### src/rtl/alu_pipe_pkg.sv
// Shared opcode encoding and saturation helper for the pipelined SIMD ALU.
// Opcode 7 is ADDC when ALU_CARRY_FLAG_EN is defined, reserved otherwise.
package alu_pipe_pkg;

    localparam int OP_W      = 3;
    localparam int SAT_MAX_L = 64;

    typedef logic [OP_W-1:0] op_t;

    localparam op_t OP_ADD   = 3'd0;
    localparam op_t OP_SUB   = 3'd1;
    localparam op_t OP_PADDS = 3'd2;
    localparam op_t OP_PSUBS = 3'd3;
    localparam op_t OP_NAND  = 3'd4;
    localparam op_t OP_XOR   = 3'd5;
    localparam op_t OP_PASSB = 3'd6;
    localparam op_t OP_RSVD  = 3'd7;
    localparam op_t OP_ADDC  = 3'd7;

    // Lane clamp value in the low l bits: 0111..1 (neg=0) or 1000..0 (neg=1).
    function automatic logic [SAT_MAX_L-1:0] lane_sat_pattern(input int l, input logic neg);
        logic [SAT_MAX_L-1:0] pat;
        pat = {SAT_MAX_L{1'b0}};
        for (int i = 0; i < SAT_MAX_L; i++) begin
            if (i < l - 1) begin
                pat[i] = ~neg;
            end else if (i == l - 1) begin
                pat[i] = neg;
            end else begin
                pat[i] = 1'b0;
            end
        end
        return pat;
    endfunction

endpackage

### src/rtl/simd_lane_addsub.sv
// One L-bit adder/subtractor lane (a + b or a + ~b + 1) with optional signed
// saturation. Used per SIMD lane and, with L = WIDTH, for full-width ADD/SUB.
module simd_lane_addsub
    import alu_pipe_pkg::*;
#(
    parameter int L = 8
) (
    input  logic [L-1:0] a,
    input  logic [L-1:0] b,
    input  logic         sub,
    input  logic         sat,
    output logic [L-1:0] sum,
    output logic         cout,
    output logic         ovf
);

    logic [L-1:0] w_bx;
    logic [L:0]   w_full;
    logic [L-1:0] w_raw;

    assign w_bx   = sub ? ~b : b;
    assign w_full = {1'b0, a} + {1'b0, w_bx} + {{L{1'b0}}, sub};
    assign w_raw  = w_full[L-1:0];
    assign cout   = w_full[L];
    assign ovf    = (a[L-1] == w_bx[L-1]) && (w_raw[L-1] != a[L-1]);

    // Overflow direction follows the common operand sign.
    always_comb begin
        if (sat && ovf) begin
            sum = L'(lane_sat_pattern(L, a[L-1]));
        end else begin
            sum = w_raw;
        end
    end

endmodule

### src/rtl/alu_pipe_simd.sv
// Two-stage valid/ready EX-stage ALU with lane-wise saturating SIMD add/sub.
// Define ALU_CARRY_FLAG_EN to add the cf output and opcode 7 = ADDC.
module alu_pipe_simd
    import alu_pipe_pkg::*;
#(
    parameter int WIDTH = 16,
    parameter int LANES = 2
) (
    input  logic             clk,
    input  logic             rst,
    input  logic             in_valid,
    output logic             in_ready,
    input  logic [OP_W-1:0]  op,
    input  logic [WIDTH-1:0] a,
    input  logic [WIDTH-1:0] b,
    output logic             out_valid,
    input  logic             out_ready,
    output logic [WIDTH-1:0] result,
    output logic             zf,
    output logic             nf,
`ifdef ALU_CARRY_FLAG_EN
    output logic             cf,
`endif
    output logic             vf
);

    localparam int LW = WIDTH / LANES;

    logic             r_s1_valid;
    op_t              r_s1_op;
    logic [WIDTH-1:0] r_s1_a;
    logic [WIDTH-1:0] r_s1_b;
    logic             r_s2_valid;
    logic             r_s2_fl;
    logic             r_s2_vf;
    logic [WIDTH-1:0] r_result;
    logic             r_zf;
    logic             r_nf;
    logic             r_vf;

    logic             w_s2_adv;
    logic             w_s1_adv;
    logic [WIDTH-1:0] w_full_sum;
    logic             w_full_cout;
    logic             w_full_ovf;
    logic [WIDTH-1:0] w_lane_sum;
    logic [WIDTH-1:0] w_res;
    logic             w_fl;
    logic             w_vf;

    assign w_s2_adv  = ~r_s2_valid | out_ready;
    assign w_s1_adv  = r_s1_valid & w_s2_adv;
    assign in_ready  = ~rst & (~r_s1_valid | w_s2_adv);
    assign out_valid = r_s2_valid;
    assign result    = r_result;
    assign zf        = r_zf;
    assign nf        = r_nf;
    assign vf        = r_vf;

    simd_lane_addsub #(.L(WIDTH)) u_full (
        .a    (r_s1_a),
        .b    (r_s1_b),
        .sub  (r_s1_op == OP_SUB),
        .sat  (1'b0),
        .sum  (w_full_sum),
        .cout (w_full_cout),
        .ovf  (w_full_ovf)
    );

    for (genvar k = 0; k < LANES; k++) begin : g_lane
        simd_lane_addsub #(.L(LW)) u_lane (
            .a    (r_s1_a[k*LW +: LW]),
            .b    (r_s1_b[k*LW +: LW]),
            .sub  (r_s1_op == OP_PSUBS),
            .sat  (1'b1),
            .sum  (w_lane_sum[k*LW +: LW]),
            .cout (),
            .ovf  ()
        );
    end

`ifdef ALU_CARRY_FLAG_EN
    logic             r_s2_cf;
    logic             r_cf;
    logic             w_cf;
    logic             w_cin;
    logic [WIDTH:0]   w_addc_full;
    logic             w_addc_ovf;

    // An op leaving S2 this cycle commits its carry before ADDC, so forward it.
    assign w_cin       = (r_s2_valid && r_s2_fl) ? r_s2_cf : r_cf;
    assign w_addc_full = {1'b0, r_s1_a} + {1'b0, r_s1_b} + {{WIDTH{1'b0}}, w_cin};
    assign w_addc_ovf  = (r_s1_a[WIDTH-1] == r_s1_b[WIDTH-1]) &&
                         (w_addc_full[WIDTH-1] != r_s1_a[WIDTH-1]);
    assign cf          = r_cf;
`endif

    // Execute the op held in S1.
    always_comb begin
        w_res = {WIDTH{1'b0}};
        w_fl  = 1'b0;
        w_vf  = 1'b0;
`ifdef ALU_CARRY_FLAG_EN
        w_cf  = 1'b0;
`endif
        case (r_s1_op)
            OP_ADD, OP_SUB: begin
                w_res = w_full_sum;
                w_fl  = 1'b1;
                w_vf  = w_full_ovf;
`ifdef ALU_CARRY_FLAG_EN
                w_cf  = w_full_cout;
`endif
            end
            OP_PADDS, OP_PSUBS: w_res = w_lane_sum;
            OP_NAND:            w_res = ~(r_s1_a & r_s1_b);
            OP_XOR:             w_res = r_s1_a ^ r_s1_b;
            OP_PASSB:           w_res = r_s1_b;
`ifdef ALU_CARRY_FLAG_EN
            OP_ADDC: begin
                w_res = w_addc_full[WIDTH-1:0];
                w_fl  = 1'b1;
                w_vf  = w_addc_ovf;
                w_cf  = w_addc_full[WIDTH];
            end
`endif
            default:            w_res = {WIDTH{1'b0}};
        endcase
    end

    // S1: operand capture on accept.
    always_ff @(posedge clk) begin
        if (rst) begin
            r_s1_valid <= 1'b0;
            r_s1_op    <= OP_ADD;
            r_s1_a     <= {WIDTH{1'b0}};
            r_s1_b     <= {WIDTH{1'b0}};
        end else if (in_ready) begin
            r_s1_valid <= in_valid;
            if (in_valid) begin
                r_s1_op <= op;
                r_s1_a  <= a;
                r_s1_b  <= b;
            end
        end
    end

    // S2: result register, frozen while downstream stalls.
    always_ff @(posedge clk) begin
        if (rst) begin
            r_s2_valid <= 1'b0;
            r_s2_fl    <= 1'b0;
            r_s2_vf    <= 1'b0;
            r_result   <= {WIDTH{1'b0}};
`ifdef ALU_CARRY_FLAG_EN
            r_s2_cf    <= 1'b0;
`endif
        end else if (w_s2_adv) begin
            r_s2_valid <= r_s1_valid;
            if (w_s1_adv) begin
                r_result <= w_res;
                r_s2_fl  <= w_fl;
                r_s2_vf  <= w_vf;
`ifdef ALU_CARRY_FLAG_EN
                r_s2_cf  <= w_cf;
`endif
            end
        end
    end

    // Flags commit on the output handshake from the transferred result.
    always_ff @(posedge clk) begin
        if (rst) begin
            r_zf <= 1'b0;
            r_nf <= 1'b0;
            r_vf <= 1'b0;
`ifdef ALU_CARRY_FLAG_EN
            r_cf <= 1'b0;
`endif
        end else if (r_s2_valid && out_ready) begin
            r_zf <= (r_result == {WIDTH{1'b0}});
            if (r_s2_fl) begin
                r_nf <= r_result[WIDTH-1];
                r_vf <= r_s2_vf;
`ifdef ALU_CARRY_FLAG_EN
                r_cf <= r_s2_cf;
`endif
            end
        end
    end

endmodule

### config.mk
export PLATFORM = sky130hd
export DESIGN_NAME = alu_pipe_simd
export DESIGN_NICKNAME = d
export VERILOG_FILES = /design/src/rtl/alu_pipe_pkg.sv /design/src/rtl/simd_lane_addsub.sv /design/src/rtl/alu_pipe_simd.sv
export SDC_FILE = /design/constraint.sdc
export NUM_CORES = 1
export LEC_CHECK = 0
export CAP_MARGIN = 0
export CORE_MARGIN = 1.5
export CORE_UTILIZATION = 62
export DETAILED_ROUTE_END_ITERATION = 8
export PLACE_DENSITY_LB_ADDON = 0.25
export RECOVER_POWER = 50
export SYNTH_ARGS = -nofsm -noshare
export SYNTH_HDL_FRONTEND = slang
export SYNTH_SLANG_ARGS = --single-unit
### constraint.sdc
create_clock -name clk -period 8.4 [get_ports clk]
set_input_delay 0.84 -clock clk [delete_from_list [all_inputs] [get_ports clk]]
set_output_delay 0.84 -clock clk [all_outputs]
set_load 0.02 [all_outputs]
==> results of run 1 <==
[state kept, by name, indices dropped and copies added (netlist names)]
| name | flops |
|---|---|
| vf | 1 |
| r_s2_vf | 1 |
| r_s1_valid | 1 |
| result | 16 |
| nf | 1 |
| r_s1_a | 16 |
| out_valid | 1 |
| zf | 1 |
| r_s1_b | 16 |
| r_s1_op | 3 |
| r_s2_fl | 1 |
[metrics by stage]
step | setup WS, ns | std cells | hold WS [ns] | area (um2) | util [%]
floorplan | 5.07 | 640 | 0.437 | 5020 | -
global placement | 4.38 | 764 | 0.448 | 5590 | 72.0
detailed placement | 4.09 | 764 | 0.458 | 5590 | 72.0
CTS | 4.08 | 780 | 0.466 | 5820 | 74.9
global route | 3.64 | 780 | 0.509 | 5810 | 74.8
finish | 3.80 | 780 | 0.468 | 5810 | 74.8
[cell type report]
cell class / instances / share of cell area (%)
clock buffer: 10 / 2.37
clock inverter: 6 / 1.55
inverter: 21 / 1.36
multi-input combinational: 520 / 62.0
sequential: 58 / 20.0
tap: 102 / 2.20
timing repair buffer: 63 / 10.6
[placed cells by master (no fill, tap or decap), types with 4 or more instances in the layout]
master	netlist	layout
o211ai_1	11	11
nor2b_1	7	7
nor3_1	7	7
xor2_1	10	10
o21ai_0	33	33
nand2b_1	8	8
clkbuf_8	0	10
or2_2	4	4
a211oi_1	7	7
nand4_1	7	7
nand3b_1	36	36
clkdlybuf4s50_1	0	38
a31oi_1	12	12
a211o_1	4	4
nand3_1	12	12
ha_1	44	44
o21a_1	7	7
a22oi_1	4	4
mux2i_1	21	21
nand2_1	112	112
dlygate4sd3_1	0	21
and2_1	5	4
a21o_1	12	12
a32oi_1	6	6
a22o_1	5	5
a311oi_1	7	7
nor4_1	6	6
inv_1	21	21
and3_1	5	5
dfxtp_1	58	58
nor2_1	24	24
a221o_1	5	5
xnor2_1	36	36
a21oi_1	22	22
[power groups by stage]
| stage | Sequential [mW] | Clock (mW) | Combinational, mW |
|---|---|---|---|
| 2_1_floorplan | 0.331 | 0 | 0.217 |
| 3_3_place_gp | 0.336 | 0 | 0.303 |
| 3_5_place_dp | 0.337 | 0 | 0.311 |
| 4_1_cts | 0.331 | 0.297 | 0.315 |
| 5_1_grt | 0.335 | 0.309 | 0.348 |
| 6_report | 0.332 | 0.294 | 0.320 |
[critical path, cell delays in order]
cell and delay (ns):
dlygate4sd3_1 0.52, clkbuf_1 1.42, a21oi_1 0.31, clkdlybuf4s50_1 0.66
[layer usage]
metal | GRT usage (%) | vias to the layer above
met3 | 7.56 | 30
met4 | 13.1 | 0
met2 | 52.5 | 265
li1 | - | 2391
met5 | 0 | -
met1 | 46.5 | 2351
[worst min path at each step]
stage	cells past startpoint	slack, ns	to	start
3_3_place_gp	2	0.45	r_s2_fl$_SDFFE_PP0P_	r_s2_fl$_SDFFE_PP0P_
6_report	2	0.47	r_s2_fl$_SDFFE_PP0P_	r_s2_fl$_SDFFE_PP0P_
4_1_cts	2	0.47	r_s2_fl$_SDFFE_PP0P_	r_s2_fl$_SDFFE_PP0P_
5_1_grt	1	0.51	r_s2_vf$_SDFFE_PP0P_	r_s2_vf$_SDFFE_PP0P_
2_1_floorplan	2	0.44	r_s2_fl$_SDFFE_PP0P_	r_s2_fl$_SDFFE_PP0P_
3_5_place_dp	2	0.46	r_s2_fl$_SDFFE_PP0P_	r_s2_fl$_SDFFE_PP0P_
[kinds of logic (layout without fill, tap and decap cells)]
| group | count (synthesis) | after routing | synth area share, % |
|---|---|---|---|
| flops | 58 | 58 | 23.1 |
| xor+xnor | 46 | 46 | 8.03 |
| buf+inv | 62 | 100 | 5.11 |
| simple gates | 243 | 243 | 24.5 |
| fa+ha+maj | 48 | 48 | 12.4 |
| compound gates | 161 | 161 | 22.4 |
| mux | 22 | 22 | 4.41 |
==> impl_metrics.yaml, run 1 <==
floorplan:
  start_util_pct: 64.6
  core_um2: 7770
  die_y_um: 93.0
  ios: 60
  rows: 32
  dieArea_um2: 8640
  dieWidth_um: 93.0
yosys:
  syn_avg_cell_area_um2: 7.84
  synth_area_um2: 5020
  synth_edf_count: 0
  post-synth-top-count-cell: "nand2_1"
  yosys_warnings: 0
  synth_top_cell_area_share_pct: 23.1
  yosysTopAreaCell: "dfxtp_1"
  syn_nets: 726
  ys_async_sr_fraction_pct: 0
  synth_flop_cell: "dfxtp_1"
  ys_seq_area_share_pct: 23.1
  synthCells: 640
  ys_top_cells_by_area: "dfxtp_1, ha_1, nand2_1"
  synth_top_cells_by_count: "nand2_1, dfxtp_1, ha_1"
  synth_cell_type_count: 64
  ys_ff_latch: 58
routing:
  m1WireLength_mm: 6.32
  routed-wl-met3_mm: 1.39
  routed_wl_mm: 14.3
  ant_nets: 0
  drt_iter0_markers: 487
  first_pass_iters: 6
  vias: 5037
  wl_met2_mm: 6.32
  routed_via_density: 6.46
  drc: 0
  top_layer: "met4"
  drt-wirelength-per-cell_um: 18.4
critical_path:
  r2r_cells: 9
  critPathMaxFanout: 55
  critPathLaunchType: "input pin"
  rr_endpoint: "result[2]$_SDFFE_PP0P_"
  cp_data_required_time_ns: 7.56
  reg2reg_from: "r_s1_op[0]$_SDFFE_PP0P_"
  regToRegSetupSlack_ns: 4.01
  cp-end-kind: "primary output"
  cp.arrival_ns: 3.76
  path_class: "input pin to primary output"
  crit_start: "rst"
  crit_end: "in_ready"
clock_tree:
  root_buffer: "clkbuf_8"
  htreeDepth: 3
  clk_path_buf_depth: 2
  numCtsBuffers: 9
  cts_tree: "yes"
  postCtsSetupRepairBufs: 0
  insertion_delay_ns: 0.35
  cts_resized: 0
  hold_buffers: 0
  clk_pin_slew_ns: 0.06
  clock_sinks: 58
cells_and_area:
  multiInputGateArea_um2: 3600
  syn2layout_area_growth_pct: 15.8
  layout-drive-gt1-share_pct: 4.28
  ff_latch_area_um2: 1160
  fill_cells: 605
  antenna_cells: 0
  nNetsFinal: 759
power:
  power.total_uw: 947
  seq_power_share_pct: 35.1
  power_density_nw_per_um2: 163
  swShare_pct: 35.6
  switchingPower_uw: 337
  p_leak_nw: 2.52
  p_clk_share_pct: 31.1
  comb_power_share_pct: 33.8
  ir_worst_vdd_v: 0.000125
  p_int_uw: 610
timing:
  relSlewSlack_pct: -32.0
  finalHoldViolations: 0
  skew_ns: 0.00800
  drv_slew: 95
  fin_crit_ns: 4.60
  tightest_slew_ns: 1.98
  rsz0062_at_grt: "no"
  fin_tns_setup_ns: 0
  min_period_over_period_pct: 54.8
  max_freq_mhz: 217
  setup_viol: 0
grt:
  grt_usage_pct: 34.1
  grt_max_degree: 56
  grt_pass1_wl_mm: 23.1
  antenna_found_initial: 0
  grt_overflow_total: 0
  first_global_vias: 4693
placement:
  portBuffers: 59
  gp_congestion: 0.982
  dpl.hpwl_mm: 10.6
hold_path:
  hold_path_class: "flop to flop"
status:
  status: "finished, violations left"
  violations: "max-capacitance violations, max-slew violations"
flow_run:
  cap_viol_max_count: 2
No activity file was read; power rests on OpenSTA's default activity.
==> inputs of run 2 (changes only) <==
--- a/config.mk
+++ b/config.mk
@@ -7,7 +7,7 @@
 export LEC_CHECK = 0
 export CAP_MARGIN = 0
 export CORE_MARGIN = 1.5
-export CORE_UTILIZATION = 62
+export CORE_UTILIZATION = 52
 export DETAILED_ROUTE_END_ITERATION = 8
 export PLACE_DENSITY_LB_ADDON = 0.25
 export RECOVER_POWER = 50
==> constraint.sdc (replaced) <==
create_clock -name clk -period 4.1 [get_ports clk]
set_input_delay 0.41 -clock clk [delete_from_list [all_inputs] [get_ports clk]]
set_output_delay 0.41 -clock clk [all_outputs]
set_load 0.02 [all_outputs]
==> run 2 against run 1 <==
Effect of this change: the run still ends with max-capacitance violations, max-slew violations left; sequential cell count did not move; clock power rose by 130%; critical path depth rose by 7; sequential share of layout area fell by 0.26 points; count of clock-buffer cells in the layout did not move; final area rose by 1.3%.
==> impl_metrics.yaml, run 2 (synthesis results as in run 1) <==
status:
  status: "finished, violations left"
  violations: "max-capacitance violations, max-slew violations"
routing:
  ant_nets: 0
  first_pass_iters: 4
  routed_wl_mm: 14.6
  drt-wirelength-per-cell_um: 18.0
  drt_iter0_markers: 465
  vias: 4924
  drc: 0
  routed_via_density: 6.09
timing:
  max_freq_mhz: 295
  tightest_slew_ns: 1.55
  relSlewSlack_pct: -3.47
  fin_ws_ns: 0.713
  finalHoldViolations: 0
  rsz0062_at_grt: "no"
  fin_tns_setup_ns: 0
  setup_viol: 0
  drv_slew: 39
  min_period_over_period_pct: 82.6
  skew_ns: 0.0119
  fin_crit_ns: 3.39
  hold-worst-slack_ns: 0.459
power:
  power_density_nw_per_um2: 342
  seq_power_share_pct: 33.6
  switchingPower_uw: 702
  p_leak_nw: 2.54
  p_int_mw: 1.31
  swShare_pct: 34.8
  ir_worst_vdd_v: 0.000262
  power.total_mw: 2.01
  p_clk_share_pct: 33.9
  comb_power_share_pct: 32.5
clock_tree:
  clk_path_buf_depth: 2
  clock_sinks: 58
  postCtsSetupRepairBufs: 0
  htreeDepth: 3
  cts_resized: 0
  hold_buffers: 0
  root_buffer: "clkbuf_8"
  numCtsBuffers: 9
  insertion_delay_ns: 0.35
  clk_pin_slew_ns: 0.07
  cts_tree: "yes"
grt:
  first_global_vias: 4545
  grt_overflow_total: 0
  grt_usage_pct: 29.7
  grt_max_degree: 45
  antenna_found_initial: 0
  grt_pass1_wl_mm: 23.6
cells_and_area:
  syn2layout_area_growth_pct: 17.3
  layout-drive-gt1-share_pct: 4.71
  nNetsFinal: 761
  stdcell_count: 809
  layout_common_cells: "nand2_1, dfxtp_1, ha_1, clkdlybuf4s50_1"
  antenna_cells: 0
  fill_cells: 878
  final_common_cell: "nand2_1"
critical_path:
  reg2reg_from: "r_s1_op[1]$_SDFFE_PP0P_"
  path_delay_family: "compound AO/OA/AOI/OAI gates"
  critPathMaxStageDelay_ns: 0.42
  regToRegSetupSlack_ns: 0.71
  cp.arrival_ns: 3.60
  cp_cell_sequence: "buf_4 > nand3b_1 > buf_4 > xnor2_1 > ha_1 > a311oi_1 > o31a_1 > o31a_1 > a31oi_1 > o221ai_1 > o211ai_1"
  critPathMaxFanout: 31
  critPathLaunchType: "flop"
  slowest_stage: "o31a_1"
  crit_start: "r_s1_op[1]$_SDFFE_PP0P_"
  cp-end-kind: "flop"
  cp_data_required_time_ns: 4.31
  cp_num_buf_inv: 2
  path_class: "flop to flop"
floorplan:
  dieWidth_um: 101
  ios: 60
  core_um2: 9280
  start_util_pct: 54.1
  die_y_um: 101
  dieArea_um2: 10200
  rows: 35
placement:
  dpl.hpwl_mm: 11.0
  gp_congestion: 0.933
  placedCellCount: 793
  dp_slack_ns: 0.817
  portBuffers: 59
hold_path:
  hold_path_class: "flop to flop"
  hold_start: "r_s2_fl$_SDFFE_PP0P_"
flow_run:
  cap_viol_max_count: 1
-- run 2: changes by cell type in the layout (fill, tap and decap cells not counted), sizes merged --
cell | before | now
buf | 2 | 5
clkinv | 3 | 1
bufinv | 2 | 3
clkbuf | 12 | 11
clkinvlp | 1 | 2
-- run 2: path summary, 6_finish.rpt --
check                                                to  cells after the start
worst max-delay path            result[12]$_SDFFE_PP0P_                     11
worst min-delay path               r_s2_fl$_SDFFE_PP0P_                      2
worst max register to register  result[12]$_SDFFE_PP0P_                     11
worst min register to register     r_s2_fl$_SDFFE_PP0P_                      2
-- run 2: worst reg2reg max path, stage by stage (launching register included) --
cell	delay (ns)
dfxtp_1	0.33
buf_4	0.39
nand3b_1	0.12
buf_4	0.25
xnor2_1	0.33
ha_1	0.34
a311oi_1	0.29
o31a_1	0.23
o31a_1	0.42
a31oi_1	0.17
o221ai_1	0.25
o211ai_1	0.14
-- run 2: layer usage --
metal	global-route usage, %	wire length (um)	vias up
met2	46.2	6360	213
met3	4.28	1070	24
met5	0	0	-
met1	42.7	6930	2300
met4	8.23	235	0
li1	-	-	2387
-- run 2: through the flow --
| stage | area, um2 | utilization, % |
|---|---|---|
| 3_5_place_dp | 5640 | 60.7 |
| 5_1_grt | 5890 | 63.4 |
| 3_3_place_gp | 5640 | 60.7 |
| 2_1_floorplan | 5020 | - |
| 6_report | 5890 | 63.4 |
| 4_1_cts | 5890 | 63.4 |
-- run 2: final cells by class --
cell class                 count  area, um2  share of cell area [%]
tap                          129        161                    2.74
clock buffer                  10        138                    2.34
inverter                      21       78.8                    1.34
sequential                    58       1160                    19.7
multi-input combinational    520       3600                    61.2
timing repair buffer          65        632                    10.7
clock inverter                 6        114                    1.93
-- run 2: power groups by stage --
stage	clock [mW]	sequential, mW	combinational, mW
after floorplan	0	0.678	0.445
after global routing	0.707	0.681	0.718
after CTS	0.684	0.674	0.651
after detailed placement	0	0.687	0.645
after global placement	0	0.685	0.634
final	0.683	0.676	0.654
==> inputs of run 3 (changes only) <==
--- a/config.mk
+++ b/config.mk
@@ -7,7 +7,7 @@
 export LEC_CHECK = 0
 export CAP_MARGIN = 0
 export CORE_MARGIN = 1.5
-export CORE_UTILIZATION = 52
+export CORE_UTILIZATION = 57
 export DETAILED_ROUTE_END_ITERATION = 8
 export PLACE_DENSITY_LB_ADDON = 0.25
 export RECOVER_POWER = 50
==> constraint.sdc (replaced) <==
create_clock -name clk -period 3.32 [get_ports clk]
set_input_delay 0.332 -clock clk [delete_from_list [all_inputs] [get_ports clk]]
set_output_delay 0.332 -clock clk [all_outputs]
set_load 0.02 [all_outputs]
==> run 3 against run 2 <==
Effect of this change: the flow still finishes with violations (max-capacitance violations, max-slew violations); via count increased by 1.7%; sequential power increased by 23%; sequential cell count unchanged; count of clock-buffer cells in the layout unchanged; global-route usage about the same; first-iteration DRC count decreased by 7.5%; clock power decreased by 2%; combinational power increased by 24%; routed wire length decreased by 5.1%; sequential share of layout area about the same; maximum frequency increased by 10%; total power increased by 15%; critical endpoint is now r_s2_vf$_SDFFE_PP0P_; highest routed layer unchanged.
==> impl_metrics.yaml, run 3 (synthesis results as in run 1) <==
grt:
  grt_overflow_total: 0
  grt_max_degree: 47
  grt_pass1_wl_mm: 22.6
  antenna_found_initial: 0
  first_global_vias: 4528
  grt_usage_pct: 29.7
cells_and_area:
  layout-drive-gt1-share_pct: 5.81
  final_common_cell: "nand2_1"
  antenna_cells: 0
  nNetsFinal: 769
  fill_cells: 757
  layout_common_cells: "nand2_1, dfxtp_1, ha_1, clkdlybuf4s50_1"
  syn2layout_area_growth_pct: 17.0
  stdcell_count: 796
status:
  status: "finished, violations left"
  violations: "max-capacitance violations, max-slew violations"
critical_path:
  regToRegSetupSlack_ns: 0.24
  rr_endpoint: "r_s2_vf$_SDFFE_PP0P_"
  cp.arrival_ns: 3.30
  cp-end-kind: "flop"
  r2r_cells: 9
  cp_data_required_time_ns: 3.54
  reg2reg_from: "r_s1_op[1]$_SDFFE_PP0P_"
  critPathLaunchType: "flop"
  path_class: "flop to flop"
  critPathMaxFanout: 8
clock_tree:
  cts_resized: 0
  cts_tree: "yes"
  insertion_delay_ns: 0.34
  clk_pin_slew_ns: 0.07
  numCtsBuffers: 9
  postCtsSetupRepairBufs: 0
  clk_path_buf_depth: 2
  htreeDepth: 3
  root_buffer: "clkbuf_8"
  hold_buffers: 0
  clock_sinks: 58
routing:
  ant_nets: 0
  drc: 0
  first_pass_iters: 6
  routed_wl_mm: 13.8
  drt_iter0_markers: 430
  routed_via_density: 6.29
  drt-wirelength-per-cell_um: 17.4
  vias: 5010
timing:
  fin_crit_ns: 3.08
  fin_tns_setup_ns: 0
  finalHoldViolations: 0
  drv_slew: 39
  relSlewSlack_pct: -5.85
  max_freq_mhz: 325
  setup_viol: 0
  tightest_slew_ns: 1.59
  rsz0062_at_grt: "no"
  min_period_over_period_pct: 92.7
  skew_ns: 0.0114
  hold-worst-slack_ns: 0.467
hold_path:
  holdPathStages: 2
  hold_path_class: "flop to flop"
  hold_start: "r_s2_fl$_SDFFE_PP0P_"
  holdPathEnd: "r_s2_fl$_SDFFE_PP0P_"
placement:
  dpl.hpwl_mm: 10.5
  placedCellCount: 780
  portBuffers: 59
  gp_congestion: 0.902
floorplan:
  dieArea_um2: 9380
  rows: 34
  start_util_pct: 58.1
  ios: 60
  die_y_um: 96.8
  core_um2: 8640
  dieWidth_um: 96.8
power:
  ir_worst_vdd_v: 0.000230
  p_leak_nw: 2.55
  power_density_nw_per_um2: 394
flow_run:
  cap_viol_max_count: 1
==> run 3: worst max-delay path, cell delays in order (launching register included) <==
cell and delay (ns):
dfxtp_1 0.34, or3b_2 0.62, xnor2_1 0.35, ha_1 0.29, o21ai_0 0.29, a22oi_1 0.24, and2_1 0.23, o31ai_1 0.28
mux2i_1 0.13, a22o_1 0.21
==> run 3: metrics by stage <==
| stage | util, % | worst slack, ns | instance area [um2] | power (mW) |
|---|---|---|---|---|
| after global routing | 68.0 | 0.0393 | 5870 | 2.44 |
| after detailed placement | 65.7 | 0.291 | 5680 | 1.65 |
| after CTS | 68.1 | 0.271 | 5880 | 2.31 |
| after global placement | 65.7 | 0.339 | 5680 | 1.63 |
| final | 68.0 | 0.243 | 5870 | 2.31 |
| after floorplan | - | 0.0747 | 5020 | 1.39 |
==> run 3: area by class of cell <==
| cell class | count | area, um2 | share of cell area, % |
|---|---|---|---|
| multi-input combinational | 520 | 3610 | 61.4 |
| sequential | 58 | 1160 | 19.8 |
| timing repair buffer | 73 | 688 | 11.7 |
| clock buffer | 10 | 138 | 2.34 |
| tap | 108 | 135 | 2.30 |
| inverter | 21 | 78.8 | 1.34 |
| clock inverter | 6 | 66.3 | 1.13 |
==> run 3: worst max-delay path by stage <==
stage	start	endpoint	slack (ns)	depth (start not counted)
after global routing	r_s1_op[2]$_SDFFE_PP0P_	result[6]$_SDFFE_PP0P_	0.04	10
after global placement	r_s1_op[1]$_SDFFE_PP0P_	result[13]$_SDFFE_PP0P_	0.34	10
after floorplan	r_s1_op[2]$_SDFFE_PP0P_	result[13]$_SDFFE_PP0P_	0.07	13
after CTS	r_s1_op[1]$_SDFFE_PP0P_	r_s2_vf$_SDFFE_PP0P_	0.27	9
final	r_s1_op[1]$_SDFFE_PP0P_	r_s2_vf$_SDFFE_PP0P_	0.24	9
after detailed placement	r_s1_op[1]$_SDFFE_PP0P_	result[13]$_SDFFE_PP0P_	0.29	10
==> run 3: layer usage <==
metal	wire length (um)	global-route usage, %	up-vias
met4	257	8.25	0
met3	1220	5.78	30
met2	6000	44.6	248
met1	6360	43.1	2310
li1	-	-	2422
met5	0	0	-
==> run 3: power by group <==
part	total, mW	internal (mW)	leakage, nW	switching, mW
Clock	0.668	0.366	0.0945	0.301
Sequential	0.832	0.748	0.477	0.0835
Combinational	0.813	0.360	1.98	0.453
